File: config.mk
export PLATFORM = sky130hd
export DESIGN_NAME = corelet_ctrl_flat
export DESIGN_NICKNAME = d
export VERILOG_FILES = /design/src/rtl/corelet_ctrl_if.sv /design/src/rtl/corelet_ctrl.sv /design/src/flat_wrapper.sv
export SDC_FILE = /design/constraint.sdc
export NUM_CORES = 1
export LEC_CHECK = 0
export CORE_MARGIN = 2
export CORE_UTILIZATION = 57
export CTS_CLUSTER_SIZE = 8
export DETAILED_ROUTE_END_ITERATION = 6
export GPL_TIMING_DRIVEN = 1
export PLACE_DENSITY = 0.84
export REMOVE_ABC_BUFFERS = 1
export SYNTH_ARGS = -nofsm -noshare
export SYNTH_HDL_FRONTEND = slang
export SYNTH_SLANG_ARGS = --single-unit
export TNS_END_PERCENT = 5
File: constraint.sdc
create_clock -name clk -period 2.5 [get_ports clk]
set_input_delay 0.75 -clock clk [delete_from_list [all_inputs] [get_ports clk]]
set_output_delay 0.75 -clock clk [all_outputs]
set_load 0.02 [all_outputs]
File: src/rtl/corelet_ctrl_if.sv
// rtl/corelet_ctrl_if.sv - control and SRAM-address bundle between corelet_ctrl and the corelet
// master = sequencer side, slave = corelet/SRAM side.
interface corelet_ctrl_if #(parameter int AW = 8);
    logic          start;
    logic          busy;
    logic          done;
    logic          w_cen;
    logic [AW-1:0] w_addr;
    logic          w_valid;
    logic          l0_rd;
    logic [1:0]    inst_w;
    logic          a_cen;
    logic [AW-1:0] a_addr;
    logic          act_valid;
    logic          ofifo_valid;
    logic          ofifo_rd;
    logic          p_cen;
    logic [AW-1:0] p_raddr;
    logic          old_psum_valid;
    logic [AW-1:0] p_waddr;

    modport master (
        input  start, ofifo_valid,
        output busy, done, w_cen, w_addr, w_valid, l0_rd, inst_w, a_cen, a_addr,
               act_valid, ofifo_rd, p_cen, p_raddr, old_psum_valid, p_waddr
    );

    modport slave (
        output start, ofifo_valid,
        input  busy, done, w_cen, w_addr, w_valid, l0_rd, inst_w, a_cen, a_addr,
               act_valid, ofifo_rd, p_cen, p_raddr, old_psum_valid, p_waddr
    );
endinterface

File: src/rtl/corelet_ctrl.sv
// rtl/corelet_ctrl.sv - per-tile sequencer: weight load, kernel load, activation stream, OFIFO drain
// One pass of LOAD_W/KLOAD/EXEC/DRAIN per kernel position; psums accumulate in PSUM SRAM.
module corelet_ctrl #(
    parameter int ROW     = 8,
    parameter int COL     = 8,
    parameter int N_KIJ   = 9,
    parameter int N_ACT   = 36,
    parameter int N_OUT   = 16,
    parameter int SFP_LAT = 1,
    parameter int AW      = 8
) (
    input  logic           clk,
    input  logic           reset,
    corelet_ctrl_if.master bus
);
    localparam logic [15:0]   LOADW_LAST = 16'(ROW - 1);
    localparam logic [15:0]   KLOAD_LAST = 16'(ROW + COL - 2);
    localparam logic [15:0]   L0_CYCLES  = 16'(ROW);
    localparam logic [15:0]   EXEC_LAST  = 16'(N_ACT - 1);
    localparam logic [15:0]   FLUSH_LAST = 16'(SFP_LAT);
    localparam logic [15:0]   KIJ_LAST   = 16'(N_KIJ - 1);
    localparam logic [AW-1:0] BEAT_LAST  = AW'(N_OUT - 1);
    localparam logic [AW-1:0] ROW_STEP   = AW'(ROW);

    typedef enum logic [2:0] {
        S_IDLE, S_LOAD_W, S_KLOAD, S_EXEC, S_DRAIN, S_FLUSH, S_FIN
    } state_t;

    state_t        r_state;
    logic [15:0]   r_phase;
    logic [15:0]   r_kij;
    logic [AW-1:0] r_base;
    logic [AW-1:0] r_beat;
    logic          r_busy;
    logic          r_done;
    logic          r_w_cen;
    logic [AW-1:0] r_w_addr;
    logic          r_l0_rd;
    logic [1:0]    r_inst_w;
    logic          r_a_cen;
    logic [AW-1:0] r_a_addr;
    logic          r_w_valid;
    logic          r_act_valid;
    logic          r_old_psum_valid;
    logic [AW-1:0] r_wa_pipe [SFP_LAT+1];

    logic          w_drain;
    logic          w_ofifo_rd;
    logic          w_p_cen;
    logic [AW-1:0] w_p_raddr;

    // Drain-side strobes follow ofifo_valid combinationally so a read never fires on an empty OFIFO.
    assign w_drain    = (r_state == S_DRAIN);
    assign w_ofifo_rd = w_drain && bus.ofifo_valid;
    assign w_p_cen    = !(w_ofifo_rd && (r_kij != 16'd0));
    assign w_p_raddr  = w_drain ? r_beat : '0;

    always_ff @(posedge clk) begin
        if (reset) begin
            r_state  <= S_IDLE;
            r_phase  <= '0;
            r_kij    <= '0;
            r_base   <= '0;
            r_beat   <= '0;
            r_busy   <= 1'b0;
            r_done   <= 1'b0;
            r_w_cen  <= 1'b1;
            r_w_addr <= '0;
            r_l0_rd  <= 1'b0;
            r_inst_w <= 2'b00;
            r_a_cen  <= 1'b1;
            r_a_addr <= '0;
        end else begin
            r_done <= 1'b0;
            case (r_state)
                S_IDLE: begin
                    if (bus.start) begin
                        r_state  <= S_LOAD_W;
                        r_phase  <= '0;
                        r_kij    <= '0;
                        r_base   <= '0;
                        r_busy   <= 1'b1;
                        r_w_cen  <= 1'b0;
                        r_w_addr <= '0;
                    end
                end
                S_LOAD_W: begin
                    if (r_phase == LOADW_LAST) begin
                        r_state  <= S_KLOAD;
                        r_phase  <= '0;
                        r_w_cen  <= 1'b1;
                        r_inst_w <= 2'b01;
                        r_l0_rd  <= 1'b1;
                    end else begin
                        r_phase  <= r_phase + 16'd1;
                        r_w_addr <= r_w_addr + AW'(1);
                    end
                end
                S_KLOAD: begin
                    if (r_phase == KLOAD_LAST) begin
                        r_state  <= S_EXEC;
                        r_phase  <= '0;
                        r_l0_rd  <= 1'b0;
                        r_inst_w <= 2'b10;
                        r_a_cen  <= 1'b0;
                        r_a_addr <= '0;
                    end else begin
                        r_phase <= r_phase + 16'd1;
                        r_l0_rd <= ((r_phase + 16'd1) < L0_CYCLES);
                    end
                end
                S_EXEC: begin
                    if (r_phase == EXEC_LAST) begin
                        r_state  <= S_DRAIN;
                        r_phase  <= '0;
                        r_inst_w <= 2'b00;
                        r_a_cen  <= 1'b1;
                        r_beat   <= '0;
                    end else begin
                        r_phase  <= r_phase + 16'd1;
                        r_a_addr <= r_a_addr + AW'(1);
                    end
                end
                S_DRAIN: begin
                    if (bus.ofifo_valid) begin
                        if (r_beat != BEAT_LAST) begin
                            r_beat <= r_beat + AW'(1);
                        end else if (r_kij == KIJ_LAST) begin
                            r_state <= S_FLUSH;
                            r_phase <= '0;
                        end else begin
                            // Base register replaces the kij*row multiply.
                            r_state  <= S_LOAD_W;
                            r_phase  <= '0;
                            r_kij    <= r_kij + 16'd1;
                            r_base   <= r_base + ROW_STEP;
                            r_w_cen  <= 1'b0;
                            r_w_addr <= r_base + ROW_STEP;
                        end
                    end
                end
                S_FLUSH: begin
                    if (r_phase == FLUSH_LAST) begin
                        r_state <= S_FIN;
                        r_done  <= 1'b1;
                    end else begin
                        r_phase <= r_phase + 16'd1;
                    end
                end
                S_FIN: begin
                    r_state <= S_IDLE;
                    r_busy  <= 1'b0;
                end
                default: r_state <= S_IDLE;
            endcase
        end
    end

    // SRAM read data lands one cycle after its enable; p_waddr trails the read address by SFP_LAT+1.
    always_ff @(posedge clk) begin
        if (reset) begin
            r_w_valid        <= 1'b0;
            r_act_valid      <= 1'b0;
            r_old_psum_valid <= 1'b0;
            for (int i = 0; i <= SFP_LAT; i++) r_wa_pipe[i] <= '0;
        end else begin
            r_w_valid        <= !r_w_cen;
            r_act_valid      <= !r_a_cen;
            r_old_psum_valid <= !w_p_cen;
            r_wa_pipe[0]     <= w_p_raddr;
            for (int i = 1; i <= SFP_LAT; i++) r_wa_pipe[i] <= r_wa_pipe[i-1];
        end
    end

    assign bus.busy           = r_busy;
    assign bus.done           = r_done;
    assign bus.w_cen          = r_w_cen;
    assign bus.w_addr         = r_w_addr;
    assign bus.w_valid        = r_w_valid;
    assign bus.l0_rd          = r_l0_rd;
    assign bus.inst_w         = r_inst_w;
    assign bus.a_cen          = r_a_cen;
    assign bus.a_addr         = r_a_addr;
    assign bus.act_valid      = r_act_valid;
    assign bus.ofifo_rd       = w_ofifo_rd;
    assign bus.p_cen          = w_p_cen;
    assign bus.p_raddr        = w_p_raddr;
    assign bus.old_psum_valid = r_old_psum_valid;
    assign bus.p_waddr        = r_wa_pipe[SFP_LAT];
endmodule
File: src/flat_wrapper.sv
// flat-port wrapper written by rule: the top's interface ports become plain ports
module corelet_ctrl_flat 
#(
    parameter int ROW     = 8,
    parameter int COL     = 8,
    parameter int N_KIJ   = 9,
    parameter int N_ACT   = 36,
    parameter int N_OUT   = 16,
    parameter int SFP_LAT = 1,
    parameter int AW      = 8
)
  (clk, reset, bus_start, bus_ofifo_valid, bus_busy, bus_done, bus_w_cen, bus_w_addr, bus_w_valid, bus_l0_rd, bus_inst_w, bus_a_cen, bus_a_addr, bus_act_valid, bus_ofifo_rd, bus_p_cen, bus_p_raddr, bus_old_psum_valid, bus_p_waddr);
  corelet_ctrl_if #(.AW(AW)) bus_i ();
  input  logic clk;
  input  logic reset;
  input wire logic [$bits(bus_i.start)-1:0] bus_start;
  input wire logic [$bits(bus_i.ofifo_valid)-1:0] bus_ofifo_valid;
  output wire logic [$bits(bus_i.busy)-1:0] bus_busy;
  output wire logic [$bits(bus_i.done)-1:0] bus_done;
  output wire logic [$bits(bus_i.w_cen)-1:0] bus_w_cen;
  output wire logic [$bits(bus_i.w_addr)-1:0] bus_w_addr;
  output wire logic [$bits(bus_i.w_valid)-1:0] bus_w_valid;
  output wire logic [$bits(bus_i.l0_rd)-1:0] bus_l0_rd;
  output wire logic [$bits(bus_i.inst_w)-1:0] bus_inst_w;
  output wire logic [$bits(bus_i.a_cen)-1:0] bus_a_cen;
  output wire logic [$bits(bus_i.a_addr)-1:0] bus_a_addr;
  output wire logic [$bits(bus_i.act_valid)-1:0] bus_act_valid;
  output wire logic [$bits(bus_i.ofifo_rd)-1:0] bus_ofifo_rd;
  output wire logic [$bits(bus_i.p_cen)-1:0] bus_p_cen;
  output wire logic [$bits(bus_i.p_raddr)-1:0] bus_p_raddr;
  output wire logic [$bits(bus_i.old_psum_valid)-1:0] bus_old_psum_valid;
  output wire logic [$bits(bus_i.p_waddr)-1:0] bus_p_waddr;
  assign bus_i.start = bus_start;
  assign bus_i.ofifo_valid = bus_ofifo_valid;
  assign bus_busy = bus_i.busy;
  assign bus_done = bus_i.done;
  assign bus_w_cen = bus_i.w_cen;
  assign bus_w_addr = bus_i.w_addr;
  assign bus_w_valid = bus_i.w_valid;
  assign bus_l0_rd = bus_i.l0_rd;
  assign bus_inst_w = bus_i.inst_w;
  assign bus_a_cen = bus_i.a_cen;
  assign bus_a_addr = bus_i.a_addr;
  assign bus_act_valid = bus_i.act_valid;
  assign bus_ofifo_rd = bus_i.ofifo_rd;
  assign bus_p_cen = bus_i.p_cen;
  assign bus_p_raddr = bus_i.p_raddr;
  assign bus_old_psum_valid = bus_i.old_psum_valid;
  assign bus_p_waddr = bus_i.p_waddr;
  corelet_ctrl #(.ROW(ROW), .COL(COL), .N_KIJ(N_KIJ), .N_ACT(N_ACT), .N_OUT(N_OUT), .SFP_LAT(SFP_LAT), .AW(AW)) u_core (.clk(clk), .reset(reset), .bus(bus_i));
endmodule
==> impl_metrics.env, run 1 <==
export IMPL_status="finished, final reports clean"
export IMPL_clk_path_buf_depth=2
export IMPL_crit_type="in2out"
export IMPL_cts_hold_buf=0
export IMPL_synth_seq_cells=90
export IMPL_max_freq_ghz=0.4098
export IMPL_setup_viol=0
export IMPL_synth_cell_types=64
export IMPL_holdPathStages=1
export IMPL_setup_ws_ns=0.06006
export IMPL_hpwlAfterDp_mm=8.383
export IMPL_r2r_start="u_core.r_phase[9]"
export IMPL_finalHoldViolations=0
export IMPL_post_route_min_period_ns=2.440
export IMPL_critPathRequiredTime_ns=1.75
export IMPL_grt_pass1_vias=4233
export IMPL_worstHoldEndpoint="u_core.r_wa_pipe[0][15]"
export IMPL_rows=32
export IMPL_track_usage_pct=27.00
export IMPL_drcViolationCount=0
export IMPL_rsz0062_at_grt="true"
export IMPL_critPathArrivalTime_ns=1.69
export IMPL_cp_num_buf_inv=3
export IMPL_first_iter_violations=331
export IMPL_drt_wl_total_mm=11.57
export IMPL_initial_utilization_pct=59.07
export IMPL_synth_top_family_by_area="simple AND/OR/NAND/NOR gates"
export IMPL_path_cells="clkdlybuf4s50_1, inv_1, nor2_1, o21ai_2, buf_2"
export IMPL_cts_root_buffer="clkbuf_8"
export IMPL_cp_end_kind="primary output"
export IMPL_synth_compound_area_share_pct=18.30
export IMPL_netlist_area_leader_share_pct=39.27
export IMPL_path_clk_slew_ns=0.09
export IMPL_fill_cells=593
export IMPL_max_slew_margin_rel_pct=62.20
export IMPL_synth_edf_count=0
export IMPL_gp_congestion=0.9200
export IMPL_synth_simple_area_share_pct=28.69
export IMPL_ant_nets=0
export IMPL_yosys_area_top_type="dfxtp_1"
export IMPL_synth_xor_area_share_pct=4.581
export IMPL_via_per_inst=6.043
export IMPL_place_ws_ns=-0.4003
export IMPL_worstMarginPinSlew_ns=0.5670
export IMPL_power_density_nw_per_um2=722.9
export IMPL_drv_cap=0
export IMPL_boundaryPins=48
export IMPL_antenna_found_initial=0
export IMPL_syn_inst=553
export IMPL_worstPathMaxFanout=2
export IMPL_cts_tree="done"
export IMPL_overflow=0
export IMPL_syn_area_per_cell_sq_um=8.297
export IMPL_synth_commonest_cells="dfxtp_1, nor2_1, nand2_1"
export IMPL_die_area_sq_um=8783
export IMPL_syn_area_sq_um=4588
export IMPL_die_height_microns=93.72
export IMPL_start_kind="primary input"
export IMPL_synthArstFlopShare_pct=0
export IMPL_cts_sinks=90
export IMPL_ff2ff_setup_slack_ns=0.10
export IMPL_avgRoutedWirePerCell_microns=15.66
export IMPL_p_leak_nw=2.239
export IMPL_htreeDepth=3
export IMPL_synthFlopType="dfxtp_1"
export IMPL_ir_drop_mv=0.3804
export IMPL_finalSetupTns_ns=0
export IMPL_cts_buffers_inserted=9
export IMPL_synth_warnings=0
export IMPL_grt_pass1_wl_mm=19.21
export IMPL_fin_crit_sh_pct=97.60
export IMPL_clock_skew_ns=0.01055
export IMPL_clk_latency_ns=0.37
export IMPL_synthAdderAreaFrac_pct=2.454
export IMPL_die_w_microns=93.72
export IMPL_core_area_sq_um=7767
export IMPL_dr_total_vias=4466
export IMPL_io_buffer_count=47
export IMPL_yosys_top_cells_area="dfxtp_1, nor2_1, nand3_1"
export IMPL_rr_endpoint="u_core.r_phase[15]"
export IMPL_fin_nets=645
export IMPL_grt_max_degree=27
export IMPL_critPathTopFamily="buffers and inverters"
export IMPL_diodes=0
export IMPL_synth_mux_area_share_pct=1.118
export IMPL_area_growth_pct=22.77
export IMPL_min_delay_start="u_core.r_wa_pipe[0][7]"
export IMPL_maxSlewViolCount=0
export IMPL_synth_most_common_cell="dfxtp_1"
export IMPL_first_pass_iters=5
export IMPL_crit_slowest_cell="clkdlybuf4s50_1"
export IMPL_worst_path_largest_cell_delay_ns=0.48
export IMPL_hold_path_class="reg2reg"
export IMPL_reg2reg_depth=7
export IMPL_drive_gt1_share_pct=14.44
export IMPL_seq_area_frac_synth_pct=39.27
## repair_timing
action                                 in CTS  in global routing
setup endpoints to repair                  13                 10
endpoints found under the hold margin       0                  0
pin swaps                                   0                  2
buffers inserted                            0                  0
gates resized for setup                    18                 10
gates cloned                                0                  0
## cell families (layout without fill, tap and decap cells)
logic type	Yosys count	in the layout
adders and majority gates	9	9
AOI/OAI and AO/OA	125	125
DFF	90	90
buffers and inverters	52	136
and+or+nand+nor	248	248
muxes	5	5
xor gates and xnor gates	24	24
## sequential cells by signal, summed over array words and instances (netlist names), 2 cells and up
name,count
u_core.r_base,5
u_core.r_kij,16
u_core.bus.inst_w,2
u_core.r_wa_pipe,16
u_core.r_beat,8
u_core.bus.w_addr,8
u_core.bus.a_addr,8
u_core.r_phase,16
u_core.r_state,3
## layout make-up
cell class	count	area [sq um]	area share, %
clock buffer	9	123.9	2.199
clock inverter	7	68.82	1.222
inverter	17	63.81	1.133
multi-input combinational	411	2564	45.51
sequential	90	1802	31.99
tap	102	127.6	2.266
timing repair buffer	103	883.3	15.68
## per-stage QoR
step,hold slack (ns),cells,cell area (sq um),power (mW),util [%]
3_3_place_gp,0.4160,723,5426,3.014,69.86
4_1_cts,0.4492,739,5628,4.058,72.45
3_5_place_dp,0.4258,723,5426,3.072,69.86
6_report,0.4460,739,5633,4.072,72.52
5_1_grt,0.4580,739,5633,4.288,72.52
2_1_floorplan,0.4138,518,4395,2.357,-
## report_power, final
group          total, mW  switching (mW)  internal (mW)
logic               1.51           0.868          0.642
clock network      0.970           0.580          0.391
registers           1.59          0.0831           1.51
## per-layer routing
| metal | routed length (microns) | global-route usage [%] |
|---|---|---|
| met1 | 4852 | 32.58 |
| met5 | 0 | 0 |
| met4 | 202 | 8.575 |
| met3 | 596 | 5.538 |
| met2 | 5921 | 47.92 |
## placed cells by master (no fill, tap or decap), types with 5 or more instances in the layout
| master | count |
|---|---|
| dfxtp_1 | 90 |
| nand3_1 | 35 |
| clkdlybuf4s50_1 | 37 |
| and3_1 | 22 |
| a21oi_1 | 31 |
| inv_1 | 16 |
| nor3_1 | 10 |
| clkbuf_8 | 9 |
| o31ai_1 | 8 |
| dlygate4sd2_1 | 8 |
| a22o_1 | 6 |
| xor2_1 | 16 |
| ha_1 | 8 |
| nand2_1 | 39 |
| xnor2_1 | 8 |
| buf_4 | 55 |
| o21ai_0 | 23 |
| or3_1 | 9 |
| nand4_1 | 16 |
| o211ai_1 | 8 |
| nor2_1 | 53 |
| a31oi_1 | 5 |
| nor4_1 | 5 |
| and2_1 | 13 |
| nor2b_1 | 12 |
| or4_1 | 12 |
## how the worst max path moves through the flow
stage                                  from              endpoint  slack (ns)  cells past startpoint
after floorplan           u_core.r_state[2]             bus_p_cen       -0.12                      3
after global placement      bus_ofifo_valid             bus_p_cen       -0.30                      5
after detailed placement          bus_start  u_core.bus.w_addr[5]       -0.40                      9
after CTS                   u_core.r_kij[0]             bus_p_cen       -0.05                      6
after global routing        u_core.r_kij[0]             bus_p_cen       -0.04                      6
final                       bus_ofifo_valid             bus_p_cen        0.06                      5
Note: power is estimated with default switching activity, not from simulation.
==> inputs of run 2 (changes only) <==
--- a/config.mk
+++ b/config.mk
@@ -5,6 +5,7 @@
 export SDC_FILE = /design/constraint.sdc
 export NUM_CORES = 1
 export LEC_CHECK = 0
+export CAP_MARGIN = 10
 export CORE_MARGIN = 2
 export CORE_UTILIZATION = 57
 export CTS_CLUSTER_SIZE = 8
==> results of run 2 <==
Same layout as run 1: the final DEF is identical, and so are final timing and power.
